--- src/rtl/ddc_quad_mixer_decim.sv ---
// Quadrature mixer (I = x*cos, Q = -x*sin) followed by integrate-and-dump decimation.
// Latency: 3 clk from an accepted input sample to the out_valid strobe of the block it closes.
// No backpressure: accepts one sample per cycle when in_valid is high; outputs are a strobe.
module ddc_quad_mixer_decim #(
    parameter int ADC_W     = 10,
    parameter int LO_W      = 10,
    parameter int OUT_W     = 16,
    parameter int OUT_SHIFT = 10
) (
    input  logic                    clk,
    input  logic                    reset_n,
    input  logic [ADC_W-1:0]        adc_data,
    input  logic [LO_W-1:0]         lo_sin,
    input  logic [LO_W-1:0]         lo_cos,
    input  logic                    in_valid,
    input  logic                    clr,
    input  logic [7:0]              dec_len,
    output logic signed [OUT_W-1:0] i_out,
    output logic signed [OUT_W-1:0] q_out,
    output logic                    out_valid,
    output logic                    sat
);

    localparam int P = ADC_W + LO_W;
    localparam int A = P + 8;
    localparam logic signed [A-1:0] OMAX = A'((2 ** (OUT_W - 1)) - 1);
    localparam logic signed [A-1:0] OMIN = ~OMAX;

    // Stage 1: signed ADC sample, LO samples and the block length travelling with the sample
    logic signed [ADC_W-1:0] x_q, x_d;
    logic signed [LO_W-1:0]  sin1_q, sin1_d, cos1_q, cos1_d;
    logic [7:0]              len1_q, len1_d;
    logic                    v1_q, v1_d;
    // Stage 2: full-precision products
    logic signed [P-1:0]     p_i_q, p_i_d, p_q_q, p_q_d;
    logic [7:0]              len2_q, len2_d;
    logic                    v2_q, v2_d;
    // Stage 3: accumulators, sample counter, block length and outputs
    logic signed [A-1:0]     acc_i_q, acc_i_d, acc_q_q, acc_q_d;
    logic [7:0]              cnt_q, cnt_d, len_reg_q, len_reg_d;
    logic signed [OUT_W-1:0] i_out_q, i_out_d, q_out_q, q_out_d;
    logic                    out_valid_q, out_valid_d, sat_q, sat_d;

    // Scale a block sum down and clip it; MSB of the result flags clipping.
    function automatic logic [OUT_W:0] sat_fn(input logic signed [A-1:0] v);
        logic signed [A-1:0] s;
        s = v >>> OUT_SHIFT;
        if (s > OMAX)      return {1'b1, OMAX[OUT_W-1:0]};
        else if (s < OMIN) return {1'b1, OMIN[OUT_W-1:0]};
        else               return {1'b0, s[OUT_W-1:0]};
    endfunction

    // Stage 1: offset-binary to two's complement (MSB flip); data regs load only on valid
    always_comb begin
        x_d    = x_q;
        sin1_d = sin1_q;
        cos1_d = cos1_q;
        len1_d = len1_q;
        v1_d   = in_valid & ~clr;
        if (in_valid) begin
            x_d    = {~adc_data[ADC_W-1], adc_data[ADC_W-2:0]};
            sin1_d = lo_sin;
            cos1_d = lo_cos;
            len1_d = dec_len;
        end
    end

    // Stage 2: sign-extend to product width so (-2^(N-1))^2 cannot overflow
    logic signed [P-1:0] x_ext, sin_ext, cos_ext, prod_s;
    always_comb begin
        x_ext   = {{LO_W{x_q[ADC_W-1]}}, x_q};
        sin_ext = {{ADC_W{sin1_q[LO_W-1]}}, sin1_q};
        cos_ext = {{ADC_W{cos1_q[LO_W-1]}}, cos1_q};
        prod_s  = '0;
        p_i_d   = p_i_q;
        p_q_d   = p_q_q;
        len2_d  = len2_q;
        v2_d    = v1_q & ~clr;
        if (v1_q) begin
            p_i_d  = x_ext * cos_ext;
            prod_s = x_ext * sin_ext;
            p_q_d  = -prod_s;
            len2_d = len1_q;
        end
    end

    // Stage 3: integrate, dump on the last sample of a block; block length is fixed by its first sample
    logic signed [A-1:0] sum_i, sum_q;
    logic [7:0]          cur_len, eff_len;
    logic                last;
    logic [OUT_W:0]      ri, rq;
    always_comb begin
        sum_i       = acc_i_q + {{8{p_i_q[P-1]}}, p_i_q};
        sum_q       = acc_q_q + {{8{p_q_q[P-1]}}, p_q_q};
        cur_len     = (cnt_q == 8'd0) ? len2_q : len_reg_q;
        eff_len     = (cur_len == 8'd0) ? 8'd1 : cur_len;
        last        = (cnt_q == eff_len - 8'd1);
        ri          = sat_fn(sum_i);
        rq          = sat_fn(sum_q);
        acc_i_d     = acc_i_q;
        acc_q_d     = acc_q_q;
        cnt_d       = cnt_q;
        len_reg_d   = len_reg_q;
        i_out_d     = i_out_q;
        q_out_d     = q_out_q;
        sat_d       = sat_q;
        out_valid_d = 1'b0;
        if (clr) begin
            acc_i_d = '0;
            acc_q_d = '0;
            cnt_d   = 8'd0;
        end else if (v2_q) begin
            if (cnt_q == 8'd0) len_reg_d = eff_len;
            if (last) begin
                i_out_d     = ri[OUT_W-1:0];
                q_out_d     = rq[OUT_W-1:0];
                sat_d       = ri[OUT_W] | rq[OUT_W];
                out_valid_d = 1'b1;
                acc_i_d     = '0;
                acc_q_d     = '0;
                cnt_d       = 8'd0;
            end else begin
                acc_i_d = sum_i;
                acc_q_d = sum_q;
                cnt_d   = cnt_q + 8'd1;
            end
        end
    end

    // State registers for all three stages
    always_ff @(posedge clk or negedge reset_n) begin
        if (!reset_n) begin
            x_q         <= '0;
            sin1_q      <= '0;
            cos1_q      <= '0;
            len1_q      <= '0;
            v1_q        <= 1'b0;
            p_i_q       <= '0;
            p_q_q       <= '0;
            len2_q      <= '0;
            v2_q        <= 1'b0;
            acc_i_q     <= '0;
            acc_q_q     <= '0;
            cnt_q       <= '0;
            len_reg_q   <= '0;
            i_out_q     <= '0;
            q_out_q     <= '0;
            out_valid_q <= 1'b0;
            sat_q       <= 1'b0;
        end else begin
            x_q         <= x_d;
            sin1_q      <= sin1_d;
            cos1_q      <= cos1_d;
            len1_q      <= len1_d;
            v1_q        <= v1_d;
            p_i_q       <= p_i_d;
            p_q_q       <= p_q_d;
            len2_q      <= len2_d;
            v2_q        <= v2_d;
            acc_i_q     <= acc_i_d;
            acc_q_q     <= acc_q_d;
            cnt_q       <= cnt_d;
            len_reg_q   <= len_reg_d;
            i_out_q     <= i_out_d;
            q_out_q     <= q_out_d;
            out_valid_q <= out_valid_d;
            sat_q       <= sat_d;
        end
    end

    assign i_out     = i_out_q;
    assign q_out     = q_out_q;
    assign out_valid = out_valid_q;
    assign sat       = sat_q;

endmodule
--- config.mk ---
export PLATFORM = sky130hd
export DESIGN_NAME = ddc_quad_mixer_decim
export DESIGN_NICKNAME = d
export VERILOG_FILES = /design/src/rtl/ddc_quad_mixer_decim.sv
export SDC_FILE = /design/constraint.sdc
export NUM_CORES = 1
export LEC_CHECK = 0
export CAP_MARGIN = 0
export CORE_MARGIN = 1.5
export CORE_UTILIZATION = 48
export CTS_CLUSTER_DIAMETER = 200
export DETAILED_ROUTE_END_ITERATION = 12
export GPL_TIMING_DRIVEN = 0
export PLACE_DENSITY = 0.65
export SYNTH_ARGS = -nofsm -noshare
export SYNTH_HDL_FRONTEND = slang
export SYNTH_SLANG_ARGS = --single-unit
--- constraint.sdc ---
create_clock -name clk -period 9.4 [get_ports clk]
set_clock_uncertainty 0.2 [all_clocks]
set_input_delay 1.88 -clock clk [delete_from_list [all_inputs] [get_ports clk]]
set_output_delay 1.88 -clock clk [all_outputs]
set_load 0.03 [all_outputs]
# Word level (Yosys, flattened, before mapping)
# Index checks and enable logic that the tools add are counted.
[classes]
n_addsub = 5
n_mul = 2
n_lt_le_gt_ge = 4
n_eq_ne = 1
n_mux = 18
n_bitwise = 5
reduce_logical = 5
[op_table]
columns = ["cell", "count"]
rows = [
  ["28-bit two-way mux", 6],
  ["17-bit two-way mux", 4],
  ["28-bit adder", 2],
  ["10-bit by 10-bit multiplier with 20-bit output", 2],
  ["8-bit two-way mux", 5],
  ["18-bit by 16-bit > comparator with 1-bit output (second input constant)", 2],
  ["18-bit by 16-bit less-than comparator with 1-bit output (second input constant)", 2],
  ["20-bit negation", 1],
  ["8-bit logical NOT", 2],
  ["8-bit by 1-bit adder with 8-bit output (second input constant)", 1],
  ["8-bit equality test", 1],
  ["8-bit by 1-bit subtractor with 8-bit output (second input constant)", 1],
  ["3-bit AND reduction", 2],
  ["1-bit two-way mux", 3],
  ["1-bit bitwise AND", 2],
  ["1-bit inverter", 2],
  ["2-bit nonzero test", 1],
  ["1-bit bitwise OR", 1],
]
[word_totals]
regBits = 194
in_bits = 42
word_cells = 57

# Logic depth before layout (Yosys ltp)
[logic_depth]
depth_word = 9
mapped_depth = 22
ltp_nobuf = 21

# Worst setup path after synthesis
# No wires, ideal clock.
[synth_timing]
path_type = "reg-to-reg"
start = "register x_q[9]"
end = "register p_q_q[19]"
setup_time_ns = 0.125
t_arrival_ns = 5.360
required_time_ns = 9.075
path_slack_ns = 3.715
stages_incl_launch_ff = 23
path_buffers = 2
period_less_slack_ns = 5.685
cell_sequence = "dfrtp_1 -> clkbuf_1 -> buf_1 -> nand2_1 -> inv_1 -> fa_1 -> inv_1 -> fa_1 -> fa_1 -> fa_1 -> inv_1 -> fa_1 -> inv_1 -> ha_1 -> nand2_1 -> nand2_1 -> a211o_1 -> o21ai_0 -> o31ai_1 -> a21o_1 -> a21oi_1 -> xnor2_1 -> mux2_2"
[synth_between]
elab_chain_len = 2
[synth_lines]
columns = ["item", "line", "rtl"]
rows = [
  ["from (decl)", "30", "logic signed [ADC_W-1:0] x_q, x_d;"],
  ["from (signal assigned)", "133", "x_q <= '0;"],
  ["from (signal assigned)", "151", "x_q <= x_d;"],
  ["10-bit by 10-bit multiplier with 20-bit output", "81", "prod_s = x_ext * sin_ext;"],
  ["20-bit negation", "82", "p_q_d = -prod_s;"],
  ["to (signal assigned)", "157", "p_q_q <= p_q_d;"],
  ["to (decl)", "35", "logic signed [P-1:0] p_i_q, p_i_d, p_q_q, p_q_d;"],
]
# No other way between the ends.
# A chain may end at the register's enable or synchronous reset.

# Worst setup path in the final report
[layout_timing]
start = "register x_q[9]"
end = "register p_i_q[19]"
[layout_between]
elab_chain_len = 1
[layout_lines]
columns = ["item", "line", "rtl"]
rows = [
  ["10-bit by 10-bit multiplier with 20-bit output", "80", "p_i_d = x_ext * cos_ext;"],
  ["to (signal assigned)", "156", "p_i_q <= p_i_d;"],
  ["to (decl)", "35", ""],
]
# No other way between the ends.

==> flow_summary.toml <==
[place]
gp_congestion = 0.8524
dp_hpwl_um = 32660
port_buffers = 74

[grt]
antenna_found_initial = 0
grt_use_total_pct = 22.48
grt_max_degree = 118
grt_pass1_vias = 14160
grt_overflow = 0
grt_pass1_wl_um = 70670

[sta]
tightest_slew_ps = 780.8
fin_crit_sh_pct = 72.40
setup_viol = 0
max_freq_mhz = 146.9
hold_viol = 0
hold_ws_ps = 290.7
slew_viol_final = 0
rsz0062_at_grt = "false"
slew_headroom_pct = 47.94
min_period_ps = 6805

[die]
io-pin-count = 76
fp.dieW_um = 199.9
initial_utilization_pct = 49.05
rows = 71
die_h_um = 199.9
dieArea_um2 = 39950
coreArea_um2 = 37930

[logic_synthesis]
syn_nets = 2343
synth_area_leaders = "dfrtp_1 (26%), fa_1 (20%), ha_1 (11%), inv_1 (6.4%), mux2_2 (5.3%)"
netlist_area_um2 = 18610
synth_seq_area_share_pct = 26.09
synth.top_cell.area_share_pct = 26.09
synth_edf_count = 0
synth_cell_types = 68
postSynthCellCount = 1953
ys.warnings.count = 0
ys_ff_latch = 194
async_flop_share_pct = 100.0
synth_ff_type = "dfrtp_1"
yosysTopAreaCell = "dfrtp_1"
syn_area_per_cell_um2 = 9.527

[cts]
cts_tree = "built"
cts_resized = 0
path_clk_slew_ps = 80
clk_latency_ps = 450
cts_root_buf = "clkbuf_16"
cts_sinks = 194
post-cts-setup-buffer-count = 0
htreeDepth = 4
cts_buffers = 17
clock_path_buffers = 2
cts-hold-fix-buffers = 0

[routing]
antenna_left = 0
vias_per_cell = 5.258
route.met2.wl_um = 20060
dr_wl_met3_um = 1170
drt_pass1_iterations = 4
wl_per_cell_um = 16.07
vias = 13520
first_iter_violations = 522
wl_met1_um = 19410
route.top_layer_used = "met4"
route.detailed.drc = 0
routed_wl_um = 41310

[hold_path]
holdPathStages = 2
hp-class = "reg2reg"
min_to = "acc_i_q[25]$_DFFE_PN0P_"
min_from = "acc_i_q[25]$_DFFE_PN0P_"

[critical_path]
cp-end-kind = "flip-flop"
startpoint_type = "flip-flop"
crit_arrival_ps = 6940
r2r-end = "p_i_q[19]$_DFFE_PN0P_"
worstReg2RegStart = "x_q[9]$_DFFE_PN0P_"
r2r_slack_ps = 2590
reg2reg_depth = 20
cp_max_fo = 10
required_ps = 9530
setup.worst_path.class = "reg2reg"

[final_layout]
drive_gt1_share_pct = 7.330
antenna_cells = 0
fin_nets = 2437
fin_util_pct = 54.41
final_common_cell = "inv_1"
area_delta_synth_final_pct = 10.92
final_cell_mix = "inv_1 (319), dfrtp_1 (194), nand2_1 (186), fa_1 (186), ha_1 (162)"
fill_cells = 3395

[flow_run]
maxCapViolCount = 0

[run_status]
status = "completed"
[final cells by class]
class	instances	area, µm²	area share, %
Multi-Input combinational cell	1364	12240	59.31
Sequential cell	194	4855	23.52
Inverter	321	1205	5.838
Timing Repair Buffer	75	773.2	3.747
Tap cell	511	639.4	3.098
Clock buffer	20	456.7	2.213
Buffer	74	306.5	1.485
Clock inverter	12	162.7	0.7881
[critical path: stages (launching register included)]
cell      delay, ps
dfrtp_1         350
clkbuf_1        450
buf_1           560
nand2_1         270
inv_1           140
fa_1            450
fa_1            490
fa_1            500
fa_1            490
inv_1            50
fa_1            470
inv_1            40
ha_1            300
and2_1          160
o21ai_0         180
o31ai_1         140
o41ai_1         640
o211ai_1        200
a21oi_1         210
xnor2_1         110
mux2_2          270
[cell families after synthesis]
family                   after synthesis  synth area share [%]
AO/OA/AOI/OAI                        329                 11.63
XOR/XNOR                             101                 4.754
adder cells (fa/ha/maj)              348                 30.91
buffers and inverters                395                 8.123
flip-flops                           194                 26.09
multiplexers                          93                 5.588
AND/OR/NAND/NOR                      493                 12.90
[stage by stage]
step                setup WS [ps]  setup TNS (ps)  instance area (µm²)  cells
floorplan                    3715               0                18610   1953
global placement            -2186         -415480                19990   2538
detailed placement           2663               0                20020   2539
CTS                          2629               0                20640   2571
global route                 2285               0                20640   2571
finish                       2595               0                20640   2571
[per-layer routing]
layer	GRT usage, %	vias to the layer above
li1	-	6538
met5	0	-
met4	5.402	0
met3	2.823	38
met1	29.97	6744
met2	38.94	199
[registers in the layout, summed over array words and instances, names as in the netlist]
signal	flops
out_valid	1
cos1_q	10
cnt_q	8
len1_q	8
i_out	16
p_i_q	20
v2_q	1
len2_q	8
acc_q_q	28
q_out	16
v1_q	1
p_q_q	20
len_reg_q	8
acc_i_q	28
sat	1
x_q	10
sin1_q	10
[worst max-delay path by stage]
stage | from | endpoint | slack [ps] | depth (start not counted)
final | x_q[9]$_DFFE_PN0P_ | p_i_q[19]$_DFFE_PN0P_ | 2590 | 20
after global routing | x_q[9]$_DFFE_PN0P_ | p_i_q[19]$_DFFE_PN0P_ | 2290 | 20
after CTS | x_q[9]$_DFFE_PN0P_ | p_q_q[18]$_DFFE_PN0P_ | 2630 | 19
after detailed placement | x_q[9]$_DFFE_PN0P_ | p_q_q[18]$_DFFE_PN0P_ | 2660 | 19
after global placement | reset_n | acc_q_q[15]$_DFFE_PN0P_ | -2190 | 1
after floorplan | x_q[9]$_DFFE_PN0P_ | p_q_q[19]$_DFFE_PN0P_ | 3720 | 22
[Yosys cell counts, types with 5 or more instances]
| cell | number |
|---|---|
| or4_1 | 5 |
| a21oi_2 | 10 |
| or2_2 | 6 |
| o211ai_1 | 6 |
| nor3_1 | 21 |
| nor2_1 | 86 |
| a21oi_1 | 97 |
| nand3_1 | 20 |
| nor2b_1 | 23 |
| o31ai_1 | 8 |
| dfrtp_1 | 194 |
| a211oi_1 | 9 |
| fa_1 | 186 |
| nand2_1 | 186 |
| a211o_1 | 6 |
| and2_1 | 96 |
| mux2i_1 | 6 |
| o21a_1 | 6 |
| mux2_2 | 87 |
| or3_1 | 12 |
| o21ai_0 | 72 |
| clkbuf_1 | 63 |
| xor2_1 | 29 |
| and3_1 | 9 |
| a22o_1 | 39 |
| nand2b_1 | 12 |
| ha_1 | 162 |
| xnor2_1 | 72 |
| inv_1 | 319 |
| a21o_1 | 33 |
| buf_2 | 5 |
Power is left out: the tool's default activity adds up to more than one toggle a clock period on the data nets, which glitch-free logic cannot reach.
